==> src/rtl/id_ex_stage_reg.sv <==
// ID/EX pipeline register with hold, flush and load-use bubble insertion.
// Define ID_EX_PERF_CNT_EN to build the bubble/hold performance counters.
module id_ex_stage_reg #(
  parameter int              DATA_W       = 16,
  parameter int              OP_W         = 4,
  parameter int              RA_W         = 3,
  parameter logic [OP_W-1:0] LOAD_OP      = 4'b0010,
  parameter logic [OP_W-1:0] NOP_OP       = 4'b0000,
  parameter int              R0_HARDWIRED = 1
) (
  input  logic              clock,
  input  logic              reset,
  input  logic              in_valid,
  input  logic [OP_W-1:0]   opcode,
  input  logic [DATA_W-1:0] read_data1,
  input  logic [DATA_W-1:0] read_data2,
  input  logic [DATA_W-1:0] imm,
  input  logic [RA_W-1:0]   rs1,
  input  logic [RA_W-1:0]   rs2,
  input  logic [RA_W-1:0]   rd,
  input  logic              stall_in,
  input  logic              flush,
  output logic              out_valid,
  output logic [OP_W-1:0]   opcode_out,
  output logic [DATA_W-1:0] dataRFOut1,
  output logic [DATA_W-1:0] dataRFOut2,
  output logic [DATA_W-1:0] imm_out,
  output logic [RA_W-1:0]   rd_out,
  output logic              hazard_stall,
  output logic [15:0]       bubble_cnt,
  output logic [15:0]       hold_cnt
);

  logic dest_match;
  logic r0_exempt;
  logic take_bubble;
  logic take_hold;

  always_comb begin
    dest_match   = (rd_out == rs1) || (rd_out == rs2);
    r0_exempt    = (R0_HARDWIRED != 0) && (rd_out == '0);
    hazard_stall = out_valid && (opcode_out == LOAD_OP) && in_valid &&
                   dest_match && !r0_exempt && !flush;
    take_hold    = !flush && stall_in;
    take_bubble  = !flush && !stall_in && hazard_stall;
  end

  // Flush and hazard both collapse the stage into a bubble; stall simply holds.
  always_ff @(posedge clock or posedge reset) begin
    if (reset) begin
      out_valid  <= 1'b0;
      opcode_out <= NOP_OP;
      dataRFOut1 <= '0;
      dataRFOut2 <= '0;
      imm_out    <= '0;
      rd_out     <= '0;
    end else if (flush || take_bubble) begin
      out_valid  <= 1'b0;
      opcode_out <= NOP_OP;
      dataRFOut1 <= '0;
      dataRFOut2 <= '0;
      imm_out    <= '0;
      rd_out     <= '0;
    end else if (!stall_in) begin
      out_valid <= in_valid;
      if (in_valid) begin
        opcode_out <= opcode;
        dataRFOut1 <= read_data1;
        dataRFOut2 <= read_data2;
        imm_out    <= imm;
        rd_out     <= rd;
      end else begin
        opcode_out <= NOP_OP;
        dataRFOut1 <= '0;
        dataRFOut2 <= '0;
        imm_out    <= '0;
        rd_out     <= '0;
      end
    end
  end

`ifdef ID_EX_PERF_CNT_EN
  logic [15:0] bubble_q;
  logic [15:0] hold_q;

  // Saturating event counters.
  always_ff @(posedge clock or posedge reset) begin
    if (reset) begin
      bubble_q <= '0;
      hold_q   <= '0;
    end else begin
      if (take_bubble && (bubble_q != 16'hFFFF))
        bubble_q <= bubble_q + 16'd1;
      if (take_hold && (hold_q != 16'hFFFF))
        hold_q <= hold_q + 16'd1;
    end
  end

  assign bubble_cnt = bubble_q;
  assign hold_cnt   = hold_q;
`else
  assign bubble_cnt = 16'h0000;
  assign hold_cnt   = 16'h0000;
`endif

endmodule

==> config.mk <==
export PLATFORM = sky130hd
export DESIGN_NAME = id_ex_stage_reg
export DESIGN_NICKNAME = d
export VERILOG_FILES = /design/src/rtl/id_ex_stage_reg.sv
export SDC_FILE = /design/constraint.sdc
export NUM_CORES = 1
export LEC_CHECK = 0
export ABC_CLOCK_PERIOD_IN_PS = 1900
export CORE_ASPECT_RATIO = 0.6
export CORE_UTILIZATION = 38
export CTS_CLUSTER_SIZE = 30
export DETAILED_ROUTE_END_ITERATION = 7
export GPL_ROUTABILITY_DRIVEN = 0
export HOLD_SLACK_MARGIN = 0.1
export PLACE_DENSITY_LB_ADDON = 0.15
export SYNTH_ARGS = -nofsm -noshare
export SYNTH_HDL_FRONTEND = slang
export SYNTH_SLANG_ARGS = --single-unit
==> constraint.sdc <==
create_clock -name clock -period 1.9 [get_ports clock]
set_clock_uncertainty 0.2 [all_clocks]
set_input_delay 0.285 -clock clock [delete_from_list [all_inputs] [get_ports clock]]
set_output_delay 0.285 -clock clock [all_outputs]
set_load 0.02 [all_outputs]
==> flow_summary.toml, run 1 <==
[status]
status = "finished, violations left"
violations = "setup timing"

[floorplan]
dieArea_sq_mm = 0.00927
ios = 155
row_count = 26
start_util = 0.394
die_w_um = 124
coreArea_sq_mm = 0.00856
die_h_um = 75.0

[route]
dr.pass1.iters = 5
ant_nets = 0
routed_wl_um = 10600
dr.first_iter.drc_count = 218
post_drt_wl_per_cell_um = 17.8
vias = 3197
drc_errors = 0
avgViaCountPerCell = 5.36

[synthesis]
netlist_area_sq_mm = 0.00337
ys_seq_area_frac = 0.416
async_reset_ff_frac = 1.00
synth_seq_cells = 56
synth_edf_count = 0
syn_avg_cell_area_sq_um = 9.21
ys.flop_type = "dfrtp_1"
syn_inst = 366
ys_types = 23
ys_warn_count = 0

[finish]
utilization = 0.597
fin_area_sq_mm = 0.00510
drive_above_1_share = 0.181
fin_nets = 551
final_cell_mix = "clkdlybuf4s50_1, nand2_1, nor3b_1, nand3_1, dfrtp_1"
diodes = 0
syn_to_final_growth_pct = 51.4
layout_commonest_cell = "clkdlybuf4s50_1"
fin_cells = 597

[critical_path]
critical_path_arrival_ns = 1.49
crit_chain = "clkdlybuf4s50_1, nand4bb_1, nor4b_2, o311a_1, buf_4"
critical_path_class = "in -> out"
r2r-start = "opcode_out[0]"
crit_start = "in_valid"
slowest_delay_ns = 0.50
crit_family = "buffers and inverters"
path_max_fanout = 2
critPathRequiredTime_ns = 1.41
critPathCaptureType = "output pin"
startpoint_type = "input port"
worst_path_max_delay_cell = "clkdlybuf4s50_1"
path_buf_inv = 2

[clocking]
cts-htree-levels = 2
clockBufferDepth = 2
numCtsBuffers = 5
cts_tree = "done"
cts_sinks = 56
cts_hold_buf = 0
path_clk_slew_ns = 0.07
clk_latency_ns = 0.29
clock-root-buffer = "clkbuf_16"

[timing]
maxSlewViolCount = 0
finalHoldViolCount = 0
slew_headroom = 0.552
fin_crit_sh = 1.04
fin_crit_ns = 1.98
rsz0062_at_grt = "true"
timing.fmax_mhz = 506
tightest_slew_ns = 0.672
setup_tns_ns = -0.0768
layout_setup_ws_ns = -0.0768
setup_viol = 1

[power]
p_leak_nw = 2.24
peakVddDrop_mv = 0.332
power_density_mw_per_mm2 = 620

[job]
drv_cap = 0

[global_route]
grt-ovfl-total = 0
grt_antenna_before_repair = 0
grt_use_total = 0.219
grt_pass1_vias = 3029
grt_pass1_wl_um = 15600
grt_max_degree = 58

[worst_hold_path]
min_path_type = "in -> async"

[place]
placed_cell_area_sq_mm = 0.00466
dp.final_hpwl_um = 6260
io_buffers = 122
dp_cells = 586
-- cell families after synthesis --
| group | Yosys count | synth area share |
|---|---|---|
| AO/OA/AOI/OAI | 59 | 0.141 |
| buffers and inverters | 69 | 0.141 |
| XOR/XNOR | 6 | 0.0156 |
| other | 1 | 0.00111 |
| AND/OR/NAND/NOR | 175 | 0.286 |
| flip-flops | 56 | 0.416 |
-- power breakdown --
| group | switching, mW | internal [mW] |
|---|---|---|
| Combinational | 0.490 | 0.422 |
| Sequential | 0.0692 | 1.28 |
| Clock | 0.425 | 0.481 |
| Total | 0.984 | 2.18 |
-- synth_stat cells, drive strengths merged, types with 6 or more instances --
library cell / instances / share of area
dfrtp: 56 / 0.42
clkbuf: 8 / 0.0089
a22oi: 55 / 0.13
nand3: 57 / 0.085
buf: 60 / 0.13
nor3b: 56 / 0.12
xnor2: 6 / 0.016
nand2: 57 / 0.063
-- metrics by stage --
stage | worst slack, ns | hold WS (ns) | total power [mW]
2_1_floorplan | 0.0437 | 0.243 | 1.86
3_3_place_gp | -0.491 | 0.296 | 2.24
3_5_place_dp | -0.582 | 0.302 | 2.24
4_1_cts | -0.0755 | 0.173 | 3.14
5_1_grt | -0.154 | 0.199 | 3.30
6_report | -0.0768 | 0.153 | 3.16
-- tightest hold or removal path, cell delays in order --
cell and delay, ns:
clkdlybuf4s50_1 0.41, inv_2 0.07, buf_12 0.28
-- flip-flops by register name, summed over array words and instances (netlist names) --
register and flops:
dataRFOut2 16, out_valid 1, imm_out 16, rd_out 3, opcode_out 4, dataRFOut1 16
-- cell type report --
type,count,area [sq um]
Fill cell,751,3450
Multi-Input combinational cell,272,1850
Timing Repair Buffer,149,1570
Sequential cell,56,1400
Tap cell,112,140
Clock buffer,6,129
Clock inverter,1,5.00
Inverter,1,3.75
-- repair_timing --
item                       4_1_cts  5_1_grt
buffers inserted                 0        1
setup endpoints to repair        6       42
pin swaps                        0        7
resized for setup               12       44
cloned                           0        4
-- path summary, 6_finish.rpt --
check,to,slack (ns),cells after the start
min in group clock,dataRFOut1[7],0.31,2
max,hazard_stall,-0.08,5
max reg2reg,dataRFOut1[2],0,7
min,dataRFOut2[7],0.15,3
min reg2reg,dataRFOut1[7],0.31,2
max in group asynchronous,rd_out[1],1.06,3
-- per-layer routing --
metal  global-route usage  up-vias  share of wire
met3               0.0545       10          0.066
li1                     -     1487              -
met5                    0        -              0
met2                0.319      125           0.42
met1                0.327     1575           0.50
met4               0.0442        0         0.0071
Note: power is estimated with default switching activity, not from simulation.
==> run 2: changes to the inputs <==
Settings changed: TNS_END_PERCENT from default to 100.
==> results of run 2 <==
No change in the layout: final DEF, timing and power equal those of run 1.
